`src/rtl/mcse_top.sv`:
```
// Secure-boot sequencer: host reset handshake, lifecycle authentication, bus wakeup,
// IP ID collection over GPIO, and key-gated lifecycle transitions.
// state      | meaning
// IDLE       | waiting for init_config
// RST_REQ    | host reset requested, waiting for ACK
// AUTH       | waiting for the authentication key of the current lifecycle
// BUS_WAKE   | bus wakeup requested, waiting for ACK
// IPID_TRIG  | trigger asserted, receiving a header/payload/trailer frame
// IPID_WAIT  | trigger dropped, waiting for the host to drop IPID valid
// RELEASE    | operation release requested, waiting for ACK
// OPERATE    | normal operation, accepting lifecycle transition requests
// LOCKED     | end of life, terminal until reset
module mcse_top #(
  parameter int gpio_N     = 32,
  parameter int ipid_N     = 16,
  parameter int ipid_width = 256
) (
  input  logic              clk,
  input  logic              rst,
  input  logic              init_config,
  input  logic [gpio_N-1:0] gpio_in,
  input  logic [255:0]      lc_transition_id,
  input  logic              lc_transition_request_in,
  input  logic [255:0]      lc_authentication_id,
  input  logic              lc_authentication_valid,
  output logic [gpio_N-1:0] gpio_out
);

  typedef enum logic [3:0] {
    S_IDLE, S_RST_REQ, S_AUTH, S_BUS_WAKE, S_IPID_TRIG,
    S_IPID_WAIT, S_RELEASE, S_OPERATE, S_LOCKED
  } state_t;

  localparam logic [2:0]  LC_MANUF = 3'd0;
  localparam logic [2:0]  LC_EOL   = 3'd4;
  localparam logic [15:0] IPID_HDR = 16'h7A7A;
  localparam logic [15:0] IPID_TRL = 16'hB9B9;
  localparam logic [4:0]  WCNT_TRL = 5'd17;

  function automatic logic [255:0] auth_key(input logic [2:0] lc);
    case (lc)
      3'd1:    auth_key = 256'h431909d9da263164ab4d39614e0c50a32774a49b3390a53ffa63e8d74b8e7c0b;
      3'd2:    auth_key = 256'h8e30701845bea3e44d0aed1ba6d4893a0de91fea6f42571d3714a3c6daa39978;
      3'd3:    auth_key = 256'hd995f5ddfb1625e3a33b0ee123b6672f35df88d6652eaec51d26f3a50b030ad8;
      3'd4:    auth_key = 256'hdf0f326b1bf6611d944491d7a0618af56ac57e391ba38425f9f33cafdd7439a9;
      default: auth_key = '0;
    endcase
  endfunction

  function automatic logic [255:0] trans_key(input logic [2:0] lc);
    case (lc)
      3'd0:    trans_key = 256'h33a344a35afd82155e5a6ef2d092085d704dc70561dde45d27962d79ea56a24a;
      3'd1:    trans_key = 256'h988b6a57b75f5696f01b8207b1c99bc888b4a2421a0ab4b29bd302f5b8a93348;
      3'd2:    trans_key = 256'h4893565d146d9fa19dc850e0c409b2a62ec5cb53eea4d4719c93a882f988284e;
      3'd3:    trans_key = 256'hcabc36e4f52fcd1a8b62d82d975e4c8595da7f6df52e2143174c3dc8b3870e03;
      default: trans_key = '0;
    endcase
  endfunction

  state_t                state_q, state_d;
  logic [2:0]            lc_q, lc_d;
  logic                  err_q, err_d;
  logic                  done_q, done_d;
  logic [3:0]            addr_q, addr_d;
  logic [4:0]            wcnt_q, wcnt_d;
  logic                  adv_q, adv_d;
  logic                  req_q, req_d;
  logic [ipid_width-1:0] frame_q, frame_d;
  logic [ipid_width-1:0] ipid_q [ipid_N];
  logic [ipid_width-1:0] ipid_d [ipid_N];

  logic        ipid_vld;
  logic [15:0] ipid_word;
  logic        req_edge;
  logic        unused_gpio_in;

  assign ipid_vld       = gpio_in[13];
  assign ipid_word      = gpio_in[31:16];
  assign req_edge       = lc_transition_request_in & ~req_q;
  assign unused_gpio_in = ^{gpio_in[15:14], gpio_in[12:8], gpio_in[6], gpio_in[4:2], gpio_in[0]};

  always_ff @(posedge clk or posedge rst) begin
    if (rst) state_q <= S_IDLE;
    else     state_q <= state_d;
  end

  always_ff @(posedge clk or posedge rst) begin
    if (rst) begin
      lc_q    <= LC_MANUF;
      err_q   <= 1'b0;
      done_q  <= 1'b0;
      addr_q  <= '0;
      wcnt_q  <= '0;
      adv_q   <= 1'b0;
      req_q   <= 1'b0;
      frame_q <= '0;
      for (int i = 0; i < ipid_N; i++) ipid_q[i] <= '0;
    end else begin
      lc_q    <= lc_d;
      err_q   <= err_d;
      done_q  <= done_d;
      addr_q  <= addr_d;
      wcnt_q  <= wcnt_d;
      adv_q   <= adv_d;
      req_q   <= req_d;
      frame_q <= frame_d;
      for (int i = 0; i < ipid_N; i++) ipid_q[i] <= ipid_d[i];
    end
  end

  always_comb begin
    state_d = state_q;
    lc_d    = lc_q;
    err_d   = err_q;
    done_d  = done_q;
    addr_d  = addr_q;
    wcnt_d  = wcnt_q;
    adv_d   = adv_q;
    req_d   = lc_transition_request_in;
    frame_d = frame_q;
    ipid_d  = ipid_q;
    case (state_q)
      S_IDLE: if (init_config) state_d = S_RST_REQ;
      S_RST_REQ: begin
        if (gpio_in[1]) begin
          err_d   = 1'b0;
          done_d  = 1'b0;
          state_d = (lc_q == LC_MANUF) ? S_BUS_WAKE : S_AUTH;
        end
      end
      S_AUTH: begin
        if (lc_authentication_valid) begin
          if (lc_authentication_id == auth_key(lc_q))
            state_d = (lc_q == LC_EOL) ? S_LOCKED : S_BUS_WAKE;
          else
            err_d = 1'b1;
        end
      end
      S_BUS_WAKE: begin
        if (gpio_in[7]) begin
          addr_d  = '0;
          wcnt_d  = '0;
          adv_d   = 1'b0;
          state_d = S_IPID_TRIG;
        end
      end
      S_IPID_TRIG: begin
        // The frame is committed to the store only once the trailer checks out.
        if (ipid_vld) begin
          if (wcnt_q == 5'd0) begin
            if (ipid_word == IPID_HDR) begin
              wcnt_d = 5'd1;
            end else begin
              err_d   = 1'b1;
              adv_d   = 1'b0;
              state_d = S_IPID_WAIT;
            end
          end else if (wcnt_q == WCNT_TRL) begin
            wcnt_d  = '0;
            state_d = S_IPID_WAIT;
            if (ipid_word == IPID_TRL) begin
              adv_d          = 1'b1;
              ipid_d[addr_q] = frame_q;
            end else begin
              err_d = 1'b1;
              adv_d = 1'b0;
            end
          end else begin
            frame_d = {frame_q[ipid_width-17:0], ipid_word};
            wcnt_d  = wcnt_q + 5'd1;
          end
        end else if (wcnt_q != 5'd0) begin
          err_d   = 1'b1;
          adv_d   = 1'b0;
          wcnt_d  = '0;
          state_d = S_IPID_WAIT;
        end
      end
      S_IPID_WAIT: begin
        if (!ipid_vld) begin
          if (adv_q) begin
            adv_d = 1'b0;
            if (addr_q == 4'(ipid_N - 1)) begin
              done_d  = 1'b1;
              state_d = S_RELEASE;
            end else begin
              addr_d  = addr_q + 4'd1;
              state_d = S_IPID_TRIG;
            end
          end else begin
            state_d = S_IPID_TRIG;
          end
        end
      end
      S_RELEASE: if (gpio_in[5]) state_d = S_OPERATE;
      S_OPERATE: begin
        if (req_edge) begin
          if (lc_q != LC_EOL && lc_transition_id == trans_key(lc_q)) begin
            lc_d    = lc_q + 3'd1;
            state_d = S_RST_REQ;
          end else begin
            err_d = 1'b1;
          end
        end
      end
      S_LOCKED: state_d = S_LOCKED;
      default:  state_d = S_IDLE;
    endcase
  end

  always_comb begin
    gpio_out        = '0;
    gpio_out[18:16] = lc_q;
    if (state_q != S_LOCKED) begin
      gpio_out[14] = err_q;
      gpio_out[15] = done_q;
      case (state_q)
        S_RST_REQ:  gpio_out[0] = 1'b1;
        S_BUS_WAKE: gpio_out[6] = 1'b1;
        S_IPID_TRIG: begin
          gpio_out[12]   = 1'b1;
          gpio_out[11:8] = addr_q;
        end
        S_IPID_WAIT: gpio_out[11:8] = addr_q;
        S_RELEASE, S_OPERATE: gpio_out[4] = 1'b1;
        default: gpio_out[0] = 1'b0;
      endcase
    end
  end

endmodule

```
`config.mk`:
```
export PLATFORM = sky130hd
export DESIGN_NAME = mcse_top
export DESIGN_NICKNAME = d
export VERILOG_FILES = /design/src/rtl/mcse_top.sv
export SDC_FILE = /design/constraint.sdc
export NUM_CORES = 1
export LEC_CHECK = 0
export BUFFER_PORTS_ARGS = -buffer_cell sky130_fd_sc_hd__buf_2
export CAP_MARGIN = 25
export CORE_AREA = 10 10 219 221
export CTS_CLUSTER_SIZE = 14
export DETAILED_ROUTE_END_ITERATION = 8
export DIE_AREA = 0 0 229 231
export HOLD_SLACK_MARGIN = 0.06
export SETUP_SLACK_MARGIN = 0.5
export SYNTH_ARGS = -nofsm -noshare
export SYNTH_HDL_FRONTEND = slang
export SYNTH_SLANG_ARGS = --single-unit
```
`constraint.sdc`:
```
create_clock -name clk -period 4.55 [get_ports clk]
set_input_delay 0.91 -clock clk [delete_from_list [all_inputs] [get_ports clk]]
set_output_delay 0.91 -clock clk [all_outputs]
set_load 0.1 [all_outputs]
```
==> results of run 1 <==
per-layer routing:
| metal | routed length, µm | vias up |
|---|---|---|
| met2 | 27100 | 565 |
| met3 | 4070 | 85 |
| met4 | 1470 | 14 |
| met5 | 90 | - |
| met1 | 20700 | 4924 |
| li1 | - | 4853 |
worst reg2reg max path: stages, from the launching register on:
cell      delay, ns
dfrtp_2        0.43
buf_4          0.19
ha_1           0.20
buf_4          0.21
o21ba_2        0.35
or3_1          0.36
a222oi_1       0.53
o2111a_1       0.29
nand4_2        0.17
nor4_4         0.29
buf_4          0.19
nand4_2        0.20
mux2_1         0.37
report_power, final:
group / leakage [µW] / internal (µW) / switching, µW / total [µW]
clock network: 0.0000511 / 175 / 79.8 / 255
registers: 0.000253 / 190 / 48.8 / 239
logic: 0.00404 / 312 / 500 / 812
state kept, by name (all words and copies together), names as in the netlist:
name,count
addr_q,4
adv_q,1
done_q,1
err_q,1
lc_q,3
req_q,1
state_q,4
wcnt_q,5
logic make-up after synthesis:
group                    Yosys count
AND/OR/NAND/NOR                  519
AO/OA/AOI/OAI                    259
buffers and inverters             88
multiplexers                      22
flip-flops                        20
XOR/XNOR                          13
adder cells (fa/ha/maj)           10
other                              1
final cells by class:
cell class | count | area share
Clock inverter | 1 | 0.00303
Timing Repair Buffer | 595 | 0.312
Multi-Input combinational cell | 842 | 0.540
Inverter | 26 | 0.0101
Clock buffer | 3 | 0.00757
Antenna cell | 6 | 0.00151
Tap cell | 592 | 0.0747
Sequential cell | 20 | 0.0510
synth_stat cells (17+ instances only):
cell,instances,area (µm²)
a21oi_1,41,205
a31oi_1,21,131
and3_1,18,113
buf_2,17,85.1
buf_4,20,150
clkbuf_1,17,63.8
dfrtp_1,20,500
inv_1,23,86.3
mux2i_1,19,190
nand2_1,74,278
nand3_1,50,250
nand4_1,62,388
nor2_1,79,297
nor3_1,51,255
nor4_1,50,313
o21ai_0,61,305
o22ai_1,17,106
or4_1,34,255
stage by stage:
stage                      util  setup slack [ns]  power (µW)  instances  area [µm²]
after floorplan               -             0.474         654        950        6230
after global placement    0.222             0.305        1030       2070        9690
after detailed placement  0.222             0.308        1040       2070        9690
after CTS                 0.225             0.517        1310       2074        9820
after global routing      0.226             0.501        1390       2081        9900
final                     0.227             0.670        1310       2085        9910
worst min-delay path by stage:
stage	endpoint	slack (ns)	depth (start not counted)
6_report	err_q	0.50	1
5_1_grt	err_q	0.52	1
4_1_cts	err_q	0.50	1
3_5_place_dp	err_q	0.49	1
3_3_place_gp	err_q	0.47	1
2_1_floorplan	addr_q[3]	0.46	1
timing repair:
item / 4_1_cts / 5_1_grt
setup buffers: 0 / 5
gates resized for setup: 5 / 10
pin swaps: 1 / 2
setup endpoints to repair: 5 / 5
==> run metrics, run 1 <==
outcome=finished clean; area occupied by multi-input gates=5350 µm²; worst skew pair latency=0.26 ns; layout cells sized above 1=0.428; port bufs=549; #FFs+latches synth=20; Tmin final=3.88 ns; Syn Inst Count=932; min-delay src=err_q; register area share after synthesis=0.0814; final setup fails=0; initial core utilization=0.141; clk buf depth=2; DRT Pass-1 Iters=8; Largest stage delay, worst path=0.53 ns; met2 Use GR=0.354; EDFF count, synth=0; R2R depth=12; mapped cell area=6150 µm²; WL/cell=25.6 µm; worst reg2reg startpoint=lc_q[1]; Worst Path Max Fanout=12; Reg area=505 µm²; clock tree sinks=20; crit path capture=lc_q[1]; startpoint class of the critical path=flip-flop; Die H=231 µm; CTS Buf Count=3; Hold Worst Slack=0.496 ns; mux cell area share after synthesis=0.0364; Residual DRC=0; Via density=5.01; Die Footprint=52900 µm²; Crit. End Element=flip-flop; skew final=0.00300 ns; largest net degree at the start of global routing=25; Vias=10400; worst flop-to-flop path endpoint=lc_q[1]; Post-Synth Simple-Gate Area=0.475; WS Path Type=flip-flop to flip-flop; final max-slew violation count=0; final wirelength=53400 µm; Slew @ Worst Pin=0.956 ns; GRT Util Overall=0.188; initial DRC count=636; Worst Setup SP=lc_q[1]; ys async rst share=1.00; Top cell by count, worst path=buf_4; Ys Warns=0; XOR/XNOR Fraction of Synth Area=0.0185; Ports=581; Crit-path slowest cell=a222oi_1; WP buf/inv=3; fillers=5054; RSZ-0062 raised after global routing=false; post-detail-place hpwl=47600 µm; Top Usage Layer GRT=met2; met1 usage=0.203; Pleak=0.00434 µW; WP data required=4.70 ns; gr ovfl total=0; clk slew on worst S/H paths=0.06 ns; vias in the first global route=10900; Fin. Hold Viols=0; Area Overhead vs Synth=61.3%; post-synthesis compound-gate area fraction=0.295; largest family of logic cells by synthesized area=simple AND/OR/NAND/NOR gates; delay-heaviest family, CP=compound AO/OA/AOI/OAI gates; fin crit share=0.853; # rows=77; total negative setup slack=0 ns; worst vdd ir=103 µV; crit path DAT=4.03 ns; Final ANT Viol Nets=0; Netlist cell types=86; Synth Area in Adders=0.0204; Die Width=229 µm; pwr dens=132 nW/µm²; root buf cell=clkbuf_16; instance count on the critical path=12; MaxCap Viol Count=0; CTS tree=built; CTS H-tree depth=1; fmax=258 MHz; GRT met3 Usage=0.0475; Final Wtd Congestion=0.999; Slew headroom=0.354; commonest non-fill, non-tap cell in the layout=buf_2; most frequent cells in the layout=buf_2, nor2_1, nand2_1, nand4_1, o21ai_0; core area=43700 µm²; Avg Cell Area, Syn=6.60 µm²; Main synth FF type=dfrtp_1; initial antenna violation count=21; Hold Path Class=flip-flop to flip-flop; first-pass GRT wire length=74500 µm; Final nets=2047; crit path cell chain=buf_4 -> ha_1 -> buf_4 -> o21ba_2 -> or3_1 -> a222oi_1 -> o2111a_1 -> nand4_2 -> nor4_4 -> buf_4 -> nand4_2 -> mux2_1; Hold Buf Count CTS=0; FF-to-FF setup slack=0.67 ns
Note: power is estimated with default switching activity, not from simulation.
==> run 2, diff against run 1 <==
==> constraint.sdc (replaced) <==
create_clock -name clk -period 3.65 [get_ports clk]
set_input_delay 0.73 -clock clk [delete_from_list [all_inputs] [get_ports clk]]
set_output_delay 0.73 -clock clk [all_outputs]
set_load 0.1 [all_outputs]
==> run metrics, run 2 (same netlist as run 1, synthesis figures left out) <==
outcome=finished clean; Fin. Hold Viols=0; vias in the first global route=10700; layout cells sized above 1=0.483; Final nets=2092; Slew @ Worst Pin=0.829 ns; Cell Count, Final, Fillers Out=2132; Worst Setup Slack post-DPL=-0.0225 ns; Area Overhead vs Synth=77.0%; Slew headroom=0.446; commonest non-fill, non-tap cell in the layout=buf_2; Hold Buf Count CTS=0; clock tree sinks=20; initial core utilization=0.141; final setup fails=0; Crit. End Element=flip-flop; WS Path Type=flip-flop to flip-flop; Ports=581; Final Wtd Congestion=0.980; CTS Buf Count=3; most frequent cells in the layout=buf_2, nor2_1, nand2_1, buf_4, nand4_1; power share of the combinational group=0.659; Die Footprint=52900 µm²; post-detail-place hpwl=48200 µm; Die H=231 µm; crit path cell chain=ha_4 -> ha_4 -> buf_12 -> or4_1 -> nor3_2 -> a31oi_1 -> a2111o_1 -> nor4_2 -> and4_4 -> a21oi_2 -> o31a_1; final core occ=0.249; initial DRC count=835; Top Registers=wcnt_q: 5 flops, addr_q: 4 flops, state_q: 4 flops; Vias=10700; root buf cell=clkbuf_16; Final ANT Viol Nets=0; final wirelength=55200 µm; final worst setup slack=0.373 ns; Tmin final=3.28 ns; CTS tree=built; clk buf depth=2; GRT Util Overall=0.194; pwr dens=149 nW/µm²; Pleak=0.00469 µW; clk slew on worst S/H paths=0.06 ns; WL/cell=25.9 µm; Net Sw Frac=0.500; worst vdd ir=171 µV; core area=43700 µm²; Largest stage delay, worst path=0.53 ns; placed cells=2088; Via density=5.02; WP buf/inv=1; largest register by flop count=wcnt_q; Residual DRC=0; Top cell by count, worst path=ha_4; delay-heaviest family, CP=simple AND/OR/NAND/NOR gates; Worst Path Max Fanout=6; Internal=812 µW; RSZ-0062 raised after global routing=true; DRT Pass-1 Iters=5; Die Width=229 µm; largest net degree at the start of global routing=29; MaxCap Viol Count=0; port bufs=549; # rows=77; gr ovfl total=0; Hold Path Class=flip-flop to flip-flop; WP data required=3.79 ns; CTS H-tree depth=1; worst skew pair latency=0.25 ns; Crit-path slowest cell=dfrtp_4; startpoint class of the critical path=flip-flop; Sequential Power Share=0.185; skew final=0.00251 ns; Switch Pwr=811 µW; crit path DAT=3.42 ns; fmax=305 MHz; final max-slew violation count=0; first-pass GRT wire length=76600 µm; max FFs per register=5; initial antenna violation count=20; clock group share of total power=0.156; fin crit share=0.898
==> run 2: cell types whose count changed in the layout (fill, tap and decap cells not counted), moves of 6 or more <==
cell    before  now
buf_4       45   67
buf_6        1   17
nor4_1      48   41
nor4_2       2    8
==> run 2: power by group through the flow <==
stage               sequential, µW  clock [µW]  combinational, µW
global placement               302           0               1020
floorplan                      254           0                583
CTS                            300         259               1040
finish                         300         253               1070
global route                   306         266               1150
detailed placement             303           0               1030
==> run 2: per-stage QoR <==
stage / hold WS [ns] / TNS [ns] / power [µW] / instance area [µm²]
5_1_grt: 0.537 / 0 / 1730 / 10900
6_report: 0.496 / 0 / 1620 / 10900
4_1_cts: 0.500 / 0 / 1600 / 10600
2_1_floorplan: 0.458 / 0 / 838 / 6490
3_5_place_dp: 0.492 / -0.0255 / 1330 / 10000
3_3_place_gp: 0.483 / -0.413 / 1320 / 10000
==> run 2: metal layers <==
metal	share of wire	vias to the layer above	GRT usage
li1	-	4952	-
met1	0.41	5109	0.236
met2	0.49	560	0.347
met3	0.079	67	0.0423
met4	0.022	10	0.0348
met5	0.0011	-	0
==> run 2: path summary, 6_finish.rpt <==
check	startpoint	endpoint	slack, ns	depth (start not counted)
hold / removal	addr_q[3]	addr_q[3]	0.50	1
max in group asynchronous	rst	lc_q[1]	2.40	2
hold reg to reg	addr_q[3]	addr_q[3]	0.50	1
setup / recovery	lc_q[1]	state_q[1]	0.37	11
min in group asynchronous	rst	wcnt_q[0]	0.64	2
setup reg to reg	lc_q[1]	state_q[1]	0.37	11
==> run 2: what timing repair did <==
item	in CTS	in global routing
pin swaps	16	21
hold endpoints to repair	0	0
gates cloned	1	0
setup endpoints to repair	8	9
setup buffers	22	9
resized for setup	64	36
==> run 2: area by class of cell <==
type,count,area [µm²]
Antenna cell,8,20.0
Clock buffer,4,88.8
Fill cell,5009,32900
Inverter,26,111
Multi-Input combinational cell,842,5810
Sequential cell,20,512
Tap cell,592,741
Timing Repair Buffer,640,3600
